==> config.mk <==
export PLATFORM = sky130hd
export DESIGN_NAME = rv_instr_encoder
export DESIGN_NICKNAME = d
export VERILOG_FILES = /design/src/rtl/rv_instr_encoder.sv
export SDC_FILE = /design/constraint.sdc
export NUM_CORES = 1
export LEC_CHECK = 0
export BUFFER_PORTS_ARGS = -buffer_cell sky130_fd_sc_hd__buf_2
export CORE_ASPECT_RATIO = 2
export CORE_MARGIN = 2
export CORE_UTILIZATION = 25
export CTS_CLUSTER_DIAMETER = 100
export CTS_CLUSTER_SIZE = 28
export DETAILED_ROUTE_END_ITERATION = 8
export GPL_TIMING_DRIVEN = 0
export PLACE_DENSITY = 0.39
export SYNTH_ARGS = -nofsm -noshare
export SYNTH_HDL_FRONTEND = slang
export SYNTH_SLANG_ARGS = --single-unit
==> constraint.sdc <==
create_clock -name clk -period 3.1 [get_ports clk]
set_input_delay 0.155 -clock clk [delete_from_list [all_inputs] [get_ports clk]]
set_output_delay 0.155 -clock clk [all_outputs]
set_load 0.02 [all_outputs]
==> src/rtl/rv_instr_encoder.sv <==
// RV32I program loader. Ops are encoded into a DEPTH-entry FIFO at the accepting edge and written to imem one cycle later at the earliest.
// Backpressure: in_ready drops when the FIFO is full; each write holds addr/data until imem_ack.
module rv_instr_encoder #(
   parameter int DEPTH      = 4,
   parameter int ADDR_WIDTH = 32
) (
   input  logic                  clk,
   input  logic                  rst_n,
   input  logic                  start,
   input  logic [ADDR_WIDTH-1:0] base_addr,
   input  logic                  in_valid,
   output logic                  in_ready,
   input  logic [3:0]            in_op,
   input  logic [4:0]            in_rd,
   input  logic [4:0]            in_rs1,
   input  logic [4:0]            in_rs2,
   input  logic [31:0]           in_imm,
   input  logic                  in_last,
   output logic                  imem_we,
   output logic [ADDR_WIDTH-1:0] imem_addr,
   output logic [31:0]           imem_wdata,
   input  logic                  imem_ack,
   output logic                  busy,
   output logic                  done,
   output logic                  err,
   output logic [15:0]           count
);

   localparam int PW = $clog2(DEPTH);
   localparam logic [PW:0]           PTR_ONE   = 1;
   localparam logic [ADDR_WIDTH-1:0] ADDR_STEP = 4;

   typedef enum logic [1:0] {S_IDLE, S_LOAD, S_DRAIN, S_DONE} state_e;

   state_e                state_q, state_d;
   logic [PW:0]           wptr_q, wptr_d, rptr_q, rptr_d;
   logic [31:0]           mem_q [DEPTH];
   logic [31:0]           mem_d [DEPTH];
   logic [ADDR_WIDTH-1:0] addr_q, addr_d;
   logic [15:0]           cnt_q, cnt_d;
   logic                  err_q, err_d;

   logic        fifo_empty, fifo_full;
   logic        accept, push, pop, legal;
   logic [31:0] enc_word;

   // Pointers carry one extra wrap bit so full and empty are distinguishable.
   assign fifo_empty = (wptr_q == rptr_q);
   assign fifo_full  = (wptr_q[PW] != rptr_q[PW]) && (wptr_q[PW-1:0] == rptr_q[PW-1:0]);

   always_comb begin
      legal    = 1'b1;
      enc_word = '0;
      case (in_op)
         4'd0:  enc_word = {7'b0000000, in_rs2, in_rs1, 3'b000, in_rd, 7'b0110011};
         4'd1:  enc_word = {7'b0100000, in_rs2, in_rs1, 3'b000, in_rd, 7'b0110011};
         4'd2:  enc_word = {7'b0000000, in_rs2, in_rs1, 3'b110, in_rd, 7'b0110011};
         4'd3:  enc_word = {7'b0000000, in_rs2, in_rs1, 3'b111, in_rd, 7'b0110011};
         4'd4:  enc_word = {7'b0000000, in_rs2, in_rs1, 3'b010, in_rd, 7'b0110011};
         4'd5:  enc_word = {in_imm[11:0], in_rs1, 3'b000, in_rd, 7'b0010011};
         4'd6:  enc_word = {in_imm[11:0], in_rs1, 3'b110, in_rd, 7'b0010011};
         4'd7:  enc_word = {in_imm[11:0], in_rs1, 3'b111, in_rd, 7'b0010011};
         4'd8:  enc_word = {in_imm[11:0], in_rs1, 3'b010, in_rd, 7'b0000011};
         4'd9:  enc_word = {in_imm[11:5], in_rs2, in_rs1, 3'b010, in_imm[4:0], 7'b0100011};
         4'd10: enc_word = {in_imm[12], in_imm[10:5], in_rs2, in_rs1, 3'b000,
                            in_imm[4:1], in_imm[11], 7'b1100011};
         4'd11: enc_word = {in_imm[20], in_imm[10:1], in_imm[11], in_imm[19:12],
                            in_rd, 7'b1101111};
         4'd12: enc_word = {in_imm[11:0], in_rs1, 3'b000, in_rd, 7'b1100111};
         4'd13: enc_word = {in_imm[31:12], in_rd, 7'b0110111};
         default: legal = 1'b0;
      endcase
   end

   always_comb begin
      state_d = state_q;
      wptr_d  = wptr_q;
      rptr_d  = rptr_q;
      mem_d   = mem_q;
      addr_d  = addr_q;
      cnt_d   = cnt_q;
      err_d   = err_q;

      in_ready = (state_q == S_LOAD) && !fifo_full;
      accept   = in_valid && in_ready;
      push     = accept && legal;
      imem_we  = ((state_q == S_LOAD) || (state_q == S_DRAIN)) && !fifo_empty;
      pop      = imem_we && imem_ack;

      if (push) begin
         mem_d[wptr_q[PW-1:0]] = enc_word;
         wptr_d                = wptr_q + PTR_ONE;
      end
      if (accept && !legal) begin
         err_d = 1'b1;
      end
      if (pop) begin
         rptr_d = rptr_q + PTR_ONE;
         addr_d = addr_q + ADDR_STEP;
         cnt_d  = cnt_q + 16'd1;
      end

      case (state_q)
         S_IDLE: begin
            if (start) begin
               state_d = S_LOAD;
               addr_d  = base_addr;
               cnt_d   = '0;
               err_d   = 1'b0;
            end
         end
         S_LOAD:  if (accept && in_last) state_d = S_DRAIN;
         S_DRAIN: if (fifo_empty) state_d = S_DONE;
         default: state_d = S_IDLE;
      endcase
   end

   always_ff @(posedge clk or negedge rst_n) begin
      if (!rst_n) begin
         state_q <= S_IDLE;
         wptr_q  <= '0;
         rptr_q  <= '0;
         addr_q  <= '0;
         cnt_q   <= '0;
         err_q   <= 1'b0;
         for (int i = 0; i < DEPTH; i++) mem_q[i] <= '0;
      end else begin
         state_q <= state_d;
         wptr_q  <= wptr_d;
         rptr_q  <= rptr_d;
         addr_q  <= addr_d;
         cnt_q   <= cnt_d;
         err_q   <= err_d;
         mem_q   <= mem_d;
      end
   end

   assign imem_addr  = addr_q;
   assign imem_wdata = imem_we ? mem_q[rptr_q[PW-1:0]] : 32'h0;
   assign busy       = (state_q != S_IDLE);
   assign done       = (state_q == S_DONE);
   assign err        = err_q;
   assign count      = cnt_q;

endmodule

Word-level counts from Yosys, hierarchy flattened
Index checks and enable logic that the tools add are counted.
{ "word_totals": {"output_inout_bits": 85, "regBits": 185, "input_bits": 89, "word_cells": 81} }
{ "op_classes": {"magnitude_cmp": 3, "bitwise": 2, "addsub": 4, "reduce_logical": 18, "eq_ne": 22, "n_mux": 22} }
{ "op_table": {"columns": ["operator", "n"], "rows": [
  ["$pmux 32 s14", 1],
  ["$mux 32", 7],
  ["$bwmux 128", 1],
  ["$bmux 32 s2", 1],
  ["$demux 32 s2", 1],
  ["$mux 16", 3],
  ["$add 32x3->32 const B", 1],
  ["$eq 4x4->1 const B", 6],
  ["$add 16x1->16 const B", 1],
  ["$eq 4x3->1 const B", 4],
  ["$reduce_or 14->1", 1],
  ["$logic_and 1x1->1", 9],
  ["$eq 4x2->1 const B", 2],
  ["$add 3x1->3 const B", 2],
  ["$ge 3x3->1 const B", 2],
  ["$mux 2", 3],
  ["$not 2->3", 2],
  ["$pmux 2 s3", 1],
  ["$eq 2x2->1 const B", 2],
  ["$eq 4x1->1 const B", 1],
  ["$logic_not 4->1", 1],
  ["$mux 1", 4],
  ["$ne 2x2->1 const B", 2],
  ["$eq 3x3->1", 1],
  ["10 further kinds", 12]
]} }

Depth between registers and ports, before layout
Gate-level depths: netlist (run 1).
{ "logic_depth": {"ltp_word": 9, "depth_mapped": 9, "depth_no_buf": 7} }

Least setup slack after synthesis (run 1)
OpenSTA, ideal clock, no wires.
{ "synth_path": {"kind": "register to register", "start": "reg state_q[0]", "end": "reg addr_q[31] (netlist: imem_addr[31])", "n_path_buf": 1, "t_arrival_ns": 2.074, "setup_time_ns": 0.082, "required_time_ns": 3.018, "setup_slack_ns": 0.945, "path_stages_with_launch": 9, "synth_period_minus_slack_ns": 2.155, "path_cell_list": "dfrtp_1 -> inv_1 -> ha_1 -> and4_1 -> o311ai_1 -> or2_1 -> clkbuf_1 -> or4_1 -> a31oi_1"} }
{ "synth_via": {"elab_chain_len": 7, "elab_cells_between_ends": 9, "classes_between": "2 x eq/ne; 3 x mux; 4 x reduce/logical"} }
{ "synth_lines": {"columns": ["item", "line", "source"], "rows": [
  ["start: declaration", "35", "state_e state_q, state_d;"],
  ["start signal: assignment", "128", "state_q <= state_d;"],
  ["$eq 2x1->1 / $eq 2x2->1 (equally long branches)", "87", "imem_we = ((state_q == S_LOAD) || (state_q == S_DRAIN)) && !fifo_empty;"],
  ["$logic_or 1x1->1", "87", null],
  ["$logic_and 1x1->1", "87", null],
  ["$logic_and 1x1->1", "88", "pop = imem_we && imem_ack;"],
  ["$mux 32", "97", "if (pop) begin"],
  ["$mux 32", "105", "if (start) begin"],
  ["$mux 32 *", "103", "case (state_q)"],
  ["net addr_d[31]", "39", "logic [ADDR_WIDTH-1:0] addr_q, addr_d;"],
  ["end signal: assignment", "131", "addr_q <= addr_d;"],
  ["end: declaration", "39", null]
]} }
Mark *: on every way through the listed nets, which the timed path passes. The rest lies on a longest branch.
A chain may end at the register's enable or synchronous reset.

Final worst setup path (run 1)
{ "layout_path": {"start": "reg rptr_q[0]", "end": "out imem_wdata[23]"} }
{ "layout_via": {"elab_chain_len": 5, "elab_cells_between_ends": 8, "classes_between": "1 x eq/ne; 4 x mux; 1 x bitwise; 2 x reduce/logical"} }
{ "layout_lines": {"columns": ["item", "line", "source"], "rows": [
  ["start: declaration", "36", "logic [PW:0] wptr_q, wptr_d, rptr_q, rptr_d;"],
  ["start signal: assignment", "130", "rptr_q <= rptr_d;"],
  ["$not 2->3 (implied by the code)", "139", "assign imem_wdata = imem_we ? mem_q[rptr_q[PW-1:0]] : 32'h0;"],
  ["$bmux 32 s2", "139", null],
  ["$mux 32 (implied by the code) (2 in a row)", "139", null],
  ["$mux 32 *", "139", null],
  ["end: declaration", "21", "output logic [31:0] imem_wdata,"]
]} }
Mark *: on every way between the ends. The rest lies on a longest branch, timed or not. The select of a mux whose other input is x is not followed.

==> flow_summary.ini, run 1 <==
[run_status]
run_status = completed

[die]
core.rowCount = 99
floorplan.initialDensity = 0.252
die_y_um = 275
die_w_um = 140
num_io_pins = 174
placeable_core_area_um2 = 36400
fp.dieArea_um2 = 38400

[cts]
ctsHtreeMaxLevel = 4
tritoncts_num_sinks = 181
clock_buffer_count_from_cts = 17
ctsLongestPathBuffers = 2
clk-insertion-delay-late_ps = 450
clock_slew_seen_by_the_registers_of_the_worst_setup_and_hold_paths_ps = 70
cts_tree = yes
clock_tree_root = clkbuf_16

[sta]
fin_tns_setup_ps = 0
timing_hold_violations_final = 0
slew_viol_final = 0
worst-slew-pin-transition_ps = 972
max_freq_ghz = 0.348
timing.max_slew.rel_slack = 0.348
timing.final.crit_share = 0.927
number_of_setup_violations_in_the_final_report = 0
grt_setup_unrepaired = false
hold-worst-slack_ps = 28.4
final.min_clock_period_ps = 2870
final.setup_skew_ps = 11.3

[worst_setup_path]
crit_arrival_ps = 2720
timing.critical_path.to_type = output port
critical_path_required_ps = 2940
crit_path_frequent_cell = buf_2
path_max_fanout = 10
critical_path.startpoint_type = flip-flop
critPathSlowestCell = clkdlybuf4s15_1
critical_setup_path_class = reg -> out
cp_top_family = buffers and inverters
cell_by_cell_listing_of_the_critical_path = buf_2 -> clkdlybuf4s15_1 -> mux4_2 -> and3_1 -> buf_2
critical_path.n_buffers_inverters = 3
worst_path_largest_cell_delay_ps = 700

[min_path]
worst_hold_path_type = in -> reg

[final_layout]
register_area_um2 = 4530
multi_input_area_um2 = 4370
fillCellCount = 3860
num-nets-final = 1244
share_of_post_route_cells_with_drive_strength_above_1 = 0.234
area_growth_pct = 26.1
fin_util = 0.318
fin_cells = 1611

[power_and_ir_drop]
static-leakage-power_nw = 5.18
power_per_cell_area_nw_per_um2 = 959
irDropWorstVdd_uv = 535

[logic_synthesis]
synth_top_area_share = 0.493
postSynth.topFlopCell = dfrtp_1
synth_cell_type_count = 53
synth-edff-count = 0
ys_seq_elements = 181
syn-num-nets = 1021
post-synth-top-area-cell = dfrtp_1
synth_sequential_area_ratio = 0.493
syn_inst = 921
synth.area.top_cells = dfrtp_1 (49%), mux4_2 (7.6%), o21ai_0 (7.3%), nand2_1 (6.3%), mux2_2 (2.7%)
synthArstFlopShare = 1.00
yosysWarnings = 0
post_synthesis_mean_instance_area_um2 = 9.98
post_synth_instance_area_um2 = 9190

[drt]
detail_route.vias_per_cell = 4.82
routed_wirelength_um = 33200
vias = 7769
antenna_left = 0
drc_errors = 0
firstDrtPassIters = 5
drt-initial-drc-count = 362
route.detailed.wl_per_inst_um = 20.6

[placed_design]
placed_cells = 1547
gp_routability_congestion = 0.825
detailedPlacementHpwl_um = 25300
port-buffer-count = 171

[global_routing]
gr-total-overflow = 0
first_global_vias = 8182
grt_pass1_wl_um = 49900
groute.usage.overall = 0.174
grt_max_degree = 103
antenna_found_initial = 0

[run]
max_cap_viol_count = 0
==> Yosys cell counts, types with 4 or more instances <==
master	instances
and2_1	4
nor3_1	8
nor2_1	50
a32oi_1	6
inv_1	11
nand3_1	26
and4_1	7
nand2_1	154
a222oi_1	4
buf_2	6
xnor2_1	25
clkbuf_1	55
dfrtp_1	181
nor4_1	8
a22oi_1	7
mux4_2	31
o21ai_0	134
and3_1	39
ha_1	11
maj3_1	5
nor2b_1	10
or3_1	9
mux2_2	22
a21oi_1	20
a31oi_1	11
nand4_1	11
nand2b_1	7
xor2_1	17
==> what timing repair did <==
action / CTS / global route
hold buffers: 32 / 0
buffers inserted: 0 / 0
gates resized for setup: 2 / 5
endpoints found under the hold margin: 132 / 0
endpoints found under the setup margin: 3 / 20
==> worst paths after layout <==
kind | from | end | slack [ps] | cells after the start
max | rptr_q[0] | imem_wdata[23] | 230 | 5
min | base_addr[21] | imem_addr[21] | 30 | 3
max reg2reg | state_q[0] | imem_addr[29] | 300 | 8
min reg2reg | mem_q[33] | mem_q[33] | 470 | 1
max in group asynchronous | rst_n | imem_addr[22] | 1820 | 3
min in group asynchronous | rst_n | mem_q[58] | 340 | 2
==> registers in the layout (all words and copies together) (netlist names) <==
signal / cells
rptr_q: 3
state_q: 2
imem_addr: 32
count: 16
wptr_q: 3
mem_q: 124
err: 1
==> routing by layer <==
metal / track usage / share of wire
met3: 0.0273 / 0.034
met2: 0.349 / 0.57
met1: 0.172 / 0.36
met4: 0.0821 / 0.037
met5: 0 / 0
==> stage by stage <==
| stage | cell area [µm²] | setup slack, ps | total power [W] |
|---|---|---|---|
| 4_1_cts | 11600 | 34.3 | 0.0113 |
| 3_5_place_dp | 10600 | 285 | 0.00898 |
| 5_1_grt | 11600 | 4.98 | 0.0119 |
| 2_1_floorplan | 9190 | 945 | 0.00709 |
| 3_3_place_gp | 10600 | -1560 | 0.00890 |
| 6_report | 11600 | 228 | 0.0111 |
==> logic make-up after synthesis <==
logic type               synth area share
AND/OR/NAND/NOR                     0.179
AO/OA/AOI/OAI                       0.129
flip-flops                          0.493
buffers and inverters              0.0323
multiplexers                        0.103
XOR/XNOR                           0.0436
adder cells (fa/ha/maj)            0.0204
==> layout by cell type (no fill, tap or decap), types with 10 or more instances in the layout <==
| master | instances |
|---|---|
| inv_1 | 11 |
| xnor2_1 | 25 |
| mux4_2 | 31 |
| buf_2 | 176 |
| nand3_1 | 26 |
| nand2_1 | 154 |
| clkbuf_1 | 55 |
| xor2_1 | 17 |
| clkbuf_16 | 17 |
| dlygate4sd3_1 | 32 |
| dfrtp_1 | 181 |
| and3_1 | 39 |
| a31oi_1 | 11 |
| ha_1 | 11 |
| o21ai_0 | 134 |
| nor2b_1 | 10 |
| nor2_1 | 50 |
| nand4_1 | 11 |
| mux2_2 | 22 |
| a21oi_1 | 20 |
==> report_power, final <==
group / switching, W / internal [W]
clock: 0.00103 / 0.00122
combinational: 0.00290 / 0.00193
sequential: 0.000715 / 0.00332
total: 0.00464 / 0.00648
==> final cells by class <==
| class | count | share of cell area |
|---|---|---|
| Clock buffer | 19 | 0.0382 |
| Antenna cell | 1 | 0.000216 |
| Buffer | 65 | 0.0234 |
| Clock inverter | 12 | 0.0126 |
| Timing Repair Buffer | 204 | 0.105 |
| Tap cell | 454 | 0.0490 |
| Multi-Input combinational cell | 664 | 0.377 |
| Sequential cell | 181 | 0.391 |
| Inverter | 11 | 0.00356 |
==> worst min-delay path, cell delays in order <==
cell and delay [ps]:
buf_2 80, nand2b_1 90, o31a_1 120
(Power assumes the default switching activity.)
==> run 2, diff against run 1 <==
--- a/config.mk
+++ b/config.mk
@@ -7,5 +7,6 @@
 export LEC_CHECK = 0
+export ABC_AREA = 1
 export BUFFER_PORTS_ARGS = -buffer_cell sky130_fd_sc_hd__buf_2
 export CORE_ASPECT_RATIO = 2
-export CORE_MARGIN = 2
+export CORE_MARGIN = 1.5
 export CORE_UTILIZATION = 25
==> constraint.sdc (replaced) <==
create_clock -name clk -period 3.1 [get_ports clk]
set_input_delay 0.775 -clock clk [delete_from_list [all_inputs] [get_ports clk]]
set_output_delay 0.775 -clock clk [all_outputs]
set_load 0.02 [all_outputs]
==> run 2 against run 1 <==
  * Clock skew grew 5.4 ps
  * Sequential share of layout area fell by 2.4 points
  * Cell count grew 35%
  * Clock power rose by 2%
  * Worst setup slack lost 100 ps
  * Sequential power about the same
  * Global-route usage rose by 2.0 points
  * Non-clock buffer count decreased by 31
  * First-iteration DRC count grew 29%
  * Worst hold slack better by 310 ps
  * Via count increased by 28%
  * Maximum frequency is 3.4% lower
==> flow_summary.ini, run 2 <==
[run_status]
run_status = completed

[global_routing]
grt_pass1_wl_um = 60900
gr-total-overflow = 0
antenna_found_initial = 0
first_global_vias = 9963
grt_max_degree = 94
groute.usage.overall = 0.195

[cts]
clock_buffer_count_from_cts = 17
holdBufCountCts = 0
tritoncts_num_sinks = 181
clk-insertion-delay-late_ps = 460
post-cts-setup-buffer-count = 0
ctsLongestPathBuffers = 2
clock_tree_root = clkbuf_16
clock_slew_seen_by_the_registers_of_the_worst_setup_and_hold_paths_ps = 90
ctsHtreeMaxLevel = 4
cts_tree = yes

[sta]
grt_setup_unrepaired = false
slew_viol_final = 0
number_of_setup_violations_in_the_final_report = 0
final.min_clock_period_ps = 2970
timing_hold_violations_final = 0
timing.final.crit_share = 0.960
final.setup_skew_ps = 16.8
timing.max_slew.rel_slack = 0.478
max_freq_ghz = 0.336
worst-slew-pin-transition_ps = 784

[worst_setup_path]
crit_arrival_ps = 2200
critical_setup_path_class = reg -> out
critical_path.n_buffers_inverters = 3
critPathSlowestCell = clkbuf_1
timing.critical_path.to_type = output port
cp_top_family = buffers and inverters
worst_path_largest_cell_delay_ps = 490
cell_by_cell_listing_of_the_critical_path = buf_4 -> clkbuf_1 -> o21ai_0 -> a21oi_2 -> buf_2
critical_path.startpoint_type = flip-flop
critical_path_required_ps = 2320
path_max_fanout = 10
r2r_setup_slack_ps = 370

[die]
core.rowCount = 104
floorplan.initialDensity = 0.253
die_y_um = 288
num_io_pins = 174
die_w_um = 145
fp.dieArea_um2 = 41800
placeable_core_area_um2 = 40100

[power_and_ir_drop]
power_per_cell_area_nw_per_um2 = 1060
static-leakage-power_nw = 6.40
irDropWorstVdd_uv = 379
total_power_of_the_final_layout_w = 0.0131

[drt]
routed_wirelength_um = 40300
drc_errors = 0
drt-initial-drc-count = 466
vias = 9926
detail_route.vias_per_cell = 4.55
antenna_left = 0
route.detailed.wl_per_inst_um = 18.5
firstDrtPassIters = 5

[logic_synthesis]
synth.area.top_cells = dfrtp_1 (45%), nand2_1 (20%), o21ai_0 (7.3%), inv_1 (6.2%), a21oi_1 (5.1%)
synth-edff-count = 0
post_synthesis_mean_instance_area_um2 = 7.00
postSynth.topFlopCell = dfrtp_1
post_synth_instance_area_um2 = 10100
post_synth_most_frequent_cells = nand2_1 (529), dfrtp_1 (181), inv_1 (167), o21ai_0 (148), a21oi_1 (103)
syn_inst = 1447
post-synth-top-area-cell = dfrtp_1
yosysMostFrequentCell = nand2_1
synth_sequential_area_ratio = 0.447
synth_cell_type_count = 33
syn-num-nets = 1547
ys_seq_elements = 181
synth_top_area_share = 0.447
yosysWarnings = 0
synthArstFlopShare = 1.00

[run]
max_cap_viol_count = 0

[final_layout]
area_growth_pct = 21.8
largest_reg_flops = 124
num-nets-final = 1739
top_register = mem_q
share_of_post_route_cells_with_drive_strength_above_1 = 0.179
antenna_cells_inserted = 0
fillCellCount = 4538
fin_cells = 2182
final_common_cell = nand2_1
commonest_non_fill_non_tap_cells_in_the_layout = nand2_1 (528), buf_2 (198), dfrtp_1 (181)
fin_util = 0.308

[placed_design]
detailedPlacementHpwl_um = 30300
placed_cells = 2150
port-buffer-count = 172
gp_routability_congestion = 0.952

[min_path]
worst_hold_path_type = in -> async
run 2: changes by cell type in the layout (fill, tap and decap cells not counted), sizes merged, moves of 31 or more:
cell         delta
dlygate4sd3    -32
nor2           +34
nand2         +375
and3           -39
inv           +166
mux4           -31
a21oi          +83
nand3          +45
run 2: path summary, 6_finish.rpt:
check / cells past startpoint / to / startpoint
setup / recovery: 5 / imem_wdata[28] / rptr_q[0]
hold / removal: 1 / count[3] / rst_n
setup reg to reg: 12 / imem_addr[28] / imem_addr[2]
hold reg to reg: 2 / mem_q[65] / mem_q[65]
max in group asynchronous: 2 / mem_q[107] / rst_n
min in group clk: 2 / mem_q[65] / mem_q[65]
run 2: metal layers:
metal	track usage	routed length, µm
met2	0.389	22800
met1	0.197	14700
met5	0	0
met4	0.0829	1380
met3	0.0281	1450
run 2: power breakdown:
group          internal (W)  switching [W]
registers           0.00338       0.000695
logic               0.00211        0.00465
clock network       0.00115        0.00114
run 2: cells by family after synthesis:
| family | after synthesis | share of synthesized area |
|---|---|---|
| AO/OA/AOI/OAI | 269 | 0.134 |
| XOR/XNOR | 23 | 0.0199 |
| adder cells (fa/ha/maj) | 11 | 0.0136 |
| buffers and inverters | 237 | 0.0943 |
| flip-flops | 181 | 0.447 |
| AND/OR/NAND/NOR | 726 | 0.291 |
run 2: through the flow:
stage | hold slack [ps] | instance area [µm²] | TNS, ps | setup slack, ps
after floorplan | 422 | 10100 | 0 | 696
after global placement | 447 | 11700 | -416180 | -2340
after detailed placement | 452 | 11700 | 0 | 39.8
after CTS | 370 | 12300 | 0 | 8.20
after global routing | 390 | 12300 | 0 | 11.1
final | 338 | 12300 | 0 | 125
run 2: cell type report:
| type | instances | area, µm² | area share |
|---|---|---|---|
| well taps | 530 | 663 | 0.0537 |
| clock buffers | 18 | 429 | 0.0348 |
| plain buffers | 65 | 338 | 0.0274 |
| inverters | 172 | 646 | 0.0523 |
| repair buffers | 173 | 898 | 0.0728 |
| clock inverters | 14 | 156 | 0.0127 |
| multi-input cells | 1029 | 4680 | 0.379 |
| flip-flops and latches | 181 | 4530 | 0.367 |
run 2: worst register-to-register path: stages, from the launching register on:
cell     delay (ps)
dfrtp_1         590
ha_1            500
nand3_1         360
nor2_2          500
nand2_1         160
inv_1           110
nand2_1          60
nand2_1          70
nand2_1          50
nand2_1          50
nand3_1          70
nand2_1          90
inv_1            30
run 2: what timing repair did:
item,in CTS,in global routing
endpoints found under the hold margin,0,0
setup endpoints to repair,33,19
gates resized for setup,18,16
